==> config.mk <==
export PLATFORM = sky130hd
export DESIGN_NAME = rr_arbiter_flat
export DESIGN_NICKNAME = d
export VERILOG_FILES = /design/src/rtl/rr_arbiter_if.sv /design/src/rtl/rr_arbiter.sv /design/src/flat_wrapper.sv
export SDC_FILE = /design/constraint.sdc
export NUM_CORES = 1
export LEC_CHECK = 0
export CORE_MARGIN = 10
export CORE_UTILIZATION = 24
export CTS_CLUSTER_SIZE = 24
export DETAILED_ROUTE_END_ITERATION = 16
export HOLD_SLACK_MARGIN = 0.05
export RECOVER_POWER = 100
export SYNTH_ARGS = -nofsm -noshare
export SYNTH_HDL_FRONTEND = slang
export SYNTH_SLANG_ARGS = --single-unit
==> constraint.sdc <==
create_clock -name clk -period 2.5 [get_ports clk]
set_input_delay 0.5 -clock clk [delete_from_list [all_inputs] [get_ports clk]]
set_output_delay 0.5 -clock clk [all_outputs]
set_load 0.005 [all_outputs]
==> src/rtl/rr_arbiter_if.sv <==
// Request/grant bundle between the requesting agents and the round-robin arbiter.
// The master side raises requests; the slave side (arbiter) returns the grant.
interface rr_arbiter_if #(
  parameter int unsigned N_REQ = 4
);
  logic [N_REQ-1:0]         req;
  logic                     done;
  logic [N_REQ-1:0]         gnt;
  logic [$clog2(N_REQ)-1:0] gnt_id;
  logic                     valid;
  logic                     timeout;

  modport master (
    output req, done,
    input  gnt, gnt_id, valid, timeout
  );

  modport slave (
    input  req, done,
    output gnt, gnt_id, valid, timeout
  );
endinterface

==> src/rtl/rr_arbiter.sv <==
// Four-requester round-robin arbiter with hold-until-release grants and a hold limit.
// Priority rotates to the requester after the last owner on every release.
module rr_arbiter #(
  parameter int unsigned N_REQ    = 4,
  parameter int unsigned MAX_HOLD = 8
) (
  input  logic         clk,
  input  logic         rst,
  rr_arbiter_if.slave  bus
);
  localparam int unsigned IDW = $clog2(N_REQ);
  localparam logic [7:0]  HOLD_LAST = 8'(MAX_HOLD - 1);

  typedef enum logic {IDLE, BUSY} state_t;

  state_t           state_q;
  logic [IDW-1:0]   ptr_q;
  logic [IDW-1:0]   gnt_id_q;
  logic [N_REQ-1:0] gnt_q;
  logic [7:0]       hold_cnt_q;
  logic             timeout_q;

  logic [IDW-1:0]   win_id;
  logic             win_vld;
  logic [IDW-1:0]   idx;
  logic             owner_req;
  logic             hold_hit;

  // Scan upward from ptr_q with wraparound; first set request wins.
  always_comb begin
    win_id  = ptr_q;
    win_vld = 1'b0;
    idx     = ptr_q;
    for (int unsigned i = 0; i < N_REQ; i++) begin
      idx = ptr_q + i[IDW-1:0];
      if (!win_vld && bus.req[idx]) begin
        win_vld = 1'b1;
        win_id  = idx;
      end
    end
  end

  assign owner_req = bus.req[gnt_id_q];
  assign hold_hit  = (hold_cnt_q == HOLD_LAST);

  always_ff @(posedge clk or negedge rst) begin
    if (!rst) begin
      state_q    <= IDLE;
      ptr_q      <= '0;
      gnt_id_q   <= '0;
      gnt_q      <= '0;
      hold_cnt_q <= '0;
      timeout_q  <= 1'b0;
    end else begin
      timeout_q <= 1'b0;
      case (state_q)
        IDLE: begin
          if (win_vld) begin
            gnt_q         <= '0;
            gnt_q[win_id] <= 1'b1;
            gnt_id_q      <= win_id;
            hold_cnt_q    <= '0;
            state_q       <= BUSY;
          end
        end
        BUSY: begin
          if (bus.done || !owner_req || hold_hit) begin
            gnt_q     <= '0;
            ptr_q     <= gnt_id_q + 1'b1;
            state_q   <= IDLE;
            // Only a pure hold-limit release pulses timeout; done or a drop take precedence.
            timeout_q <= !bus.done && owner_req;
          end else begin
            hold_cnt_q <= hold_cnt_q + 8'd1;
          end
        end
      endcase
    end
  end

  assign bus.gnt     = gnt_q;
  assign bus.gnt_id  = gnt_id_q;
  assign bus.valid   = |gnt_q;
  assign bus.timeout = timeout_q;

endmodule

==> src/flat_wrapper.sv <==
// flat-port wrapper written by rule: the top's interface ports become plain ports
module rr_arbiter_flat 
#(
  parameter int unsigned N_REQ    = 4,
  parameter int unsigned MAX_HOLD = 8
)
  (clk, rst, bus_req, bus_done, bus_gnt, bus_gnt_id, bus_valid, bus_timeout);
  rr_arbiter_if #(.N_REQ(N_REQ)) bus_i ();
  input  logic clk;
  input  logic rst;
  input wire logic [$bits(bus_i.req)-1:0] bus_req;
  input wire logic [$bits(bus_i.done)-1:0] bus_done;
  output wire logic [$bits(bus_i.gnt)-1:0] bus_gnt;
  output wire logic [$bits(bus_i.gnt_id)-1:0] bus_gnt_id;
  output wire logic [$bits(bus_i.valid)-1:0] bus_valid;
  output wire logic [$bits(bus_i.timeout)-1:0] bus_timeout;
  assign bus_i.req = bus_req;
  assign bus_i.done = bus_done;
  assign bus_gnt = bus_i.gnt;
  assign bus_gnt_id = bus_i.gnt_id;
  assign bus_valid = bus_i.valid;
  assign bus_timeout = bus_i.timeout;
  rr_arbiter #(.N_REQ(N_REQ), .MAX_HOLD(MAX_HOLD)) u_core (.clk(clk), .rst(rst), .bus(bus_i));
endmodule
==> metrics, run 1 <==
outcome finished, final reports clean; clock buffer count from CTS 3; Cell Area, Synth a little over 1000 sq um; Die H about 85 um; Remaining DRCs 0; # resized after CTS 0; Post-synth EDFFs 0; Area Growth Syn to Fin 23.2%; DRT iter0 DRCs 53; mean post-synth cell area between 10 and 15 sq um; combinational share of power 43.1%; Psw 0.432 mW; RSZ-0062 raised after global routing false; grt ovf 0; Die X ~85 um; number of I/O pins 15; crit path max-delay cell type dlygate4sd3_1; Seq/Total Area, Yosys between 40 and 50%; clock buffer depth 2; Yosys reg bits 18; leading area contributor after synthesis dfrtp_1; dpl hpwl around 1800 um; final wirelength between 2000 and 2500 um; worst path required time roughly 2.0 ns; Post-Syn Nets 103; Core Region 4060 sq um; Layout Nets around 120; crit-path cells or4_1, dlygate4sd3_1; yosys warns 0; register clock-pin slew on the reported worst setup and hold paths 0.06 ns; setup TNS 0 ns; row cnt 23; Worst setup EP type output pin; vias in the first global route 882; routed length per instance about 15 um; post-CTS setup buffers 0; Max Cap Viol 0; pin count of the biggest net entering global routing 19; fraction of registers with async set/reset 100%; Slew Limit Fails 0; Leak 0.549 nW; share of the synthesized area in the top cell type between 40 and 50%; critical path launch point type flip-flop; Top FF cell, synth dfrtp_1; worst path arrival time roughly 1.8 ns; class of the most critical hold timing path flip-flop to flip-flop; Int Power about 0.76 mW; # setup viols final 0; sequential power share roughly two fifths; Initial DRT Pass Iterations 4; Peak VDD IR approximately 0.54 mV; initial antenna violation count 0; # hold bufs at CTS 0; initial cell density of the core 25.0%; ant diodes 0; most numerous cell in the Yosys netlist dfrtp_1; Die ar. between 7000 and 8000 sq um; worst-skew pair later-pin latency about 0.26 ns; post-route clock period utilization 90.0%; layout cell share with drive strength beyond 1 ~9.7%; Net Sw Frac a little over a third; fin cells between 150 and 200; Final ANT Viol Nets 0; DR vias/cell just over 5; vias approximately 830; Clk network pwr share ~17%; Worst-Margin Slew about 0.8 ns; final hold violation count 0; most frequent cells after synthesis dfrtp_1 (18), a21oi_1 (6), nand2_1 (6); worst clock skew around 0.0021 ns; timing-limited maximum frequency roughly 440 MHz; port bufs 14; CP peak stage delay roughly 0.59 ns; PwrDens between 900 and 1000 nW/um^2; gr usage total a little under 7%; routability congestion estimate from global placement about 0.84; worst relative slew slack between 40% and 50%; H-tree depth 1; min Tclk post-route roughly 2.2 ns; CTS tree yes; Synth cell types 41; placed instance count 160; Worst Path Max Fanout 3; Worst Setup Path Type flip-flop to output pin; clk sink count 18; Cells after Synth 95; Clock Tree Root clkbuf_8; top post-synthesis cells by area dfrtp_1 (44%), a32o_1 (4.0%), mux2i_1 (4.0%); first-pass GRT wire length slightly above 4000 um
-- layout make-up --
class / instances / area, sq um
Fill cell: 417 / 2810
Tap cell: 50 / 62.6
Multi-Input combinational cell: 73 / 528
Clock buffer: 3 / 41.3
Timing Repair Buffer: 16 / 155
Sequential cell: 18 / 450
Inverter: 3 / 11.3
-- power groups by stage --
stage | sequential (mW) | combinational (mW) | clock (mW)
floorplan | 0.464 | 0.330 | 0
global placement | 0.482 | 0.568 | 0
detailed placement | 0.487 | 0.572 | 0
CTS | 0.483 | 0.580 | 0.208
global route | 0.491 | 0.575 | 0.221
finish | 0.476 | 0.513 | 0.201
-- final timing paths --
check / cells after the start / startpoint / to / slack [ns]
hold reg to reg: 1 / u_core.hold_cnt_q[0] / u_core.hold_cnt_q[0] / 0.51
hold / removal: 1 / u_core.hold_cnt_q[0] / u_core.hold_cnt_q[0] / 0.51
setup reg to reg: 4 / u_core.hold_cnt_q[6] / u_core.ptr_q[1] / 0.57
min in group asynchronous: 1 / rst / u_core.hold_cnt_q[2] / 0.78
max in group asynchronous: 1 / rst / u_core.ptr_q[0] / 1.21
setup / recovery: 2 / u_core.bus.gnt[1] / bus_valid / 0.25
-- metrics by stage --
step | power [mW] | hold WS [ns] | util, % | setup slack (ns) | area, sq um
after floorplan | 0.795 | 0.204 | - | 0.798 | 1010
after global placement | 1.05 | 0.491 | 30.2 | 0.345 | 1230
after detailed placement | 1.06 | 0.494 | 30.2 | 0.277 | 1230
after CTS | 1.27 | 0.506 | 31.3 | 0.357 | 1270
after global routing | 1.29 | 0.534 | 30.8 | 0.184 | 1250
final | 1.19 | 0.506 | 30.8 | 0.250 | 1250
-- logic make-up after synthesis --
kind of cell	after synthesis	synth area share, %
and+or+nand+nor	33	19.9
AOI/OAI and AO/OA	31	24.4
DFF	18	44.4
muxes	7	7.65
buffers and inverters	4	1.48
xor gates and xnor gates	1	0.864
adders and majority gates	1	1.23
-- routing by layer --
metal,global-route usage [%],vias to the layer above,wire (um)
met5,0,-,0
met4,5.24,0,74
met3,2.10,5,184
met2,9.40,23,945
met1,8.39,390,1160
li1,-,413,-
-- cells in the final DEF, fill, tap and decap left out, types with 4 or more instances in the layout --
cell / count
a21oi_1: 6
a32o_1: 4
dfrtp_1: 18
dlygate4sd3_1: 11
mux2i_1: 4
nand2_1: 6
nand2b_1: 4
nand3_1: 5
-- flip-flops by register name, indices dropped and copies added (netlist names) --
register            count
u_core.bus.gnt          4
u_core.hold_cnt_q       8
u_core.state_q          1
u_core.ptr_q            2
u_core.bus.gnt_id       2
u_core.bus.timeout      1
-- critical path, delay by kind of cell (launching register included) --
family / cells / cell delay (ns)
flip-flops: 1 / 0.39
buffers and inverters: 1 / 0.59
AND/OR/NAND/NOR: 1 / 0.51
No activity file was read; power rests on OpenSTA's default activity.
==> run 2: changes to the inputs <==
--- a/config.mk
+++ b/config.mk
@@ -5,11 +5,15 @@
 export SDC_FILE = /design/constraint.sdc
 export NUM_CORES = 1
 export LEC_CHECK = 0
+export CAP_MARGIN = 15
+export CELL_PAD_IN_SITES_DETAIL_PLACEMENT = 1
+export CELL_PAD_IN_SITES_GLOBAL_PLACEMENT = 1
 export CORE_MARGIN = 10
 export CORE_UTILIZATION = 24
 export CTS_CLUSTER_SIZE = 24
 export DETAILED_ROUTE_END_ITERATION = 16
 export HOLD_SLACK_MARGIN = 0.05
+export PLACE_DENSITY_LB_ADDON = 0.1
 export RECOVER_POWER = 100
 export SYNTH_ARGS = -nofsm -noshare
 export SYNTH_HDL_FRONTEND = slang
==> run 2 against run 1 <==
First-iteration DRC count shrank 30%; power grew 6.5%; highest routed layer unchanged; cell count grew 1.2%; die area is the same; register-to-register slack gained 0.05 ns; global-route usage grew 0.71 points; clock power grew 24%.
==> metrics, run 2 (synthesis results as in run 1) <==
Initial DRT Pass Iterations 4 (unchanged); final wirelength 2680 um (was 2370 um); critical path launch point type flip-flop (unchanged); worst relative slew slack 31.1% (was 45.4%); register clock-pin slew on the reported worst setup and hold paths 0.08 ns (was 0.06 ns); clock buffer depth 2 (unchanged); crit path max-delay cell type dlygate4sd3_1 (unchanged); Hold WS 0.524 ns (was 0.506 ns); Largest Register u_core.hold_cnt_q (unchanged); row cnt 23 (unchanged); Layout fillers 451 (was 417); timing-limited maximum frequency 443 MHz (was 445 MHz); Worst setup EP type output pin (unchanged); worst path arrival time 1.76 ns (was 1.75 ns); sequential power share 37.8% (was 40.0%); # setup viols final 0 (unchanged); routability congestion estimate from global placement 0.781 (was 0.836); Final ANT Viol Nets 0 (unchanged); initial cell density of the core 25.0% (unchanged); Clock Tree Root clkbuf_8 (unchanged); Remaining DRCs 0 (unchanged); Die ar. 7220 sq um (unchanged); dpl hpwl 2050 um (was 1780 um); Die H 85.0 um (unchanged); Worst-Margin Slew 1.03 ns (was 0.816 ns); crit-path cells or4_1, dlygate4sd3_1 (unchanged); Slew Limit Fails 0 (unchanged); pin count of the biggest net entering global routing 19 (unchanged); DR vias/cell 5.16 (was 5.10); grt ovf 0 (unchanged); post-route clock period utilization 90.3% (was 90.0%); Clk network pwr share 19.7% (was 16.9%); Leak 0.559 nW (was 0.549 nW); Psw 0.471 mW (was 0.432 mW); Area Growth Syn to Fin 26.0% (was 23.2%); worst path required time 2.00 ns (about the same); vias in the first global route 890 (was 882); post-CTS setup buffers 0 (unchanged); # resized after CTS 0 (unchanged); Layout Nets 124 (was 123); initial antenna violation count 0 (unchanged); Int Power 0.797 mW (was 0.758 mW); Die X 85.0 um (unchanged); Peak VDD IR 0.434 mV (was 0.540 mV); Worst Setup Path Type flip-flop to output pin (unchanged); CTS tree yes (unchanged); worst-skew pair later-pin latency 0.26 ns (about the same); clock buffer count from CTS 3 (unchanged); first-pass GRT wire length 4500 um (was 4040 um); Max Cap Viol 0 (unchanged); Core Region 4060 sq um (unchanged); PnR Total Power 1.27 mW (was 1.19 mW); Net Sw Frac 37.1% (was 36.3%); commonest non-fill, non-tap cell in the layout dfrtp_1 (unchanged); Worst Path Max Fanout 3 (unchanged); worst reg-to-reg setup slack 0.62 ns (was 0.57 ns); gr usage total 7.46% (was 6.76%); final hold violation count 0 (unchanged); layout cell share with drive strength beyond 1 11.3% (was 9.73%); clk sink count 18 (unchanged); outcome finished, final reports clean (unchanged); combinational share of power 42.5% (was 43.1%); vias 851 (was 831); number of I/O pins 15 (unchanged); H-tree depth 1 (unchanged); class of the most critical hold timing path flip-flop to flip-flop (unchanged); routed length per instance 16.2 um (was 14.5 um); port bufs 14 (unchanged); ant diodes 0 (unchanged); CP peak stage delay 0.59 ns (about the same); commonest cells after routing, fill and taps aside dfrtp_1 (18), dlygate4sd3_1 (10), nand2_1 (6), a21oi_1 (6), nand3_1 (5) (was dfrtp_1 (18), dlygate4sd3_1 (11), nand2_1 (6), a21oi_1 (6), nand3_1 (5)); # hold bufs at CTS 0 (unchanged); worst clock skew 0.00182 ns (was 0.00212 ns); RSZ-0062 raised after global routing false (unchanged); setup TNS 0 ns (unchanged); DRT iter0 DRCs 37 (was 53); PwrDens 992 nW/um^2 (was 953 nW/um^2); Largest register FFs 8 (unchanged); min Tclk post-route 2.26 ns (was 2.25 ns)
-- run 2: path summary, 6_finish.rpt --
check	endpoint	start	cells past startpoint
max in group asynchronous	u_core.hold_cnt_q[6]	rst	2
min reg2reg	u_core.hold_cnt_q[0]	u_core.hold_cnt_q[0]	1
max	bus_valid	u_core.bus.gnt[1]	2
min in group asynchronous	u_core.hold_cnt_q[7]	rst	2
min	u_core.hold_cnt_q[0]	u_core.hold_cnt_q[0]	1
max reg2reg	u_core.ptr_q[1]	u_core.hold_cnt_q[6]	4
-- run 2: layout make-up --
type	instances	area [sq um]	share of cell area [%]
well taps	50	62.6	4.90
inverters	3	11.3	0.881
clock buffers	4	55.1	4.31
flip-flops and latches	18	450	35.3
multi-input cells	73	539	42.2
repair buffers	17	159	12.4
-- run 2: critical path, delay by kind of cell (launching register included) --
kind	cells	cell delay (ns)
flip-flops	1	0.40
buffers and inverters	1	0.59
AND/OR/NAND/NOR	1	0.51
-- run 2: stage by stage --
stage          instance area (sq um)  setup WS (ns)  utilization, %  cells
2_1_floorplan                   1010          0.798               -     95
3_3_place_gp                    1230          0.261            30.4    161
3_5_place_dp                    1230          0.234            30.4    161
4_1_cts                         1290          0.344            31.8    165
5_1_grt                         1280          0.185            31.5    165
6_report                        1280          0.243            31.5    165
-- run 2: power by group through the flow --
stage               clock network (mW)  logic, mW  registers, mW
finish                           0.250      0.538          0.479
global route                     0.263      0.602          0.497
CTS                              0.250      0.598          0.484
detailed placement                   0      0.590          0.489
global placement                     0      0.591          0.490
floorplan                            0      0.330          0.464
-- run 2: layer usage --
metal,routed length [um],track usage (%),share of wire [%]
met3,160,3.06,6.0
met1,1430,10.6,53
met2,1070,9.95,40
met5,0,0,0
met4,25,1.80,0.93
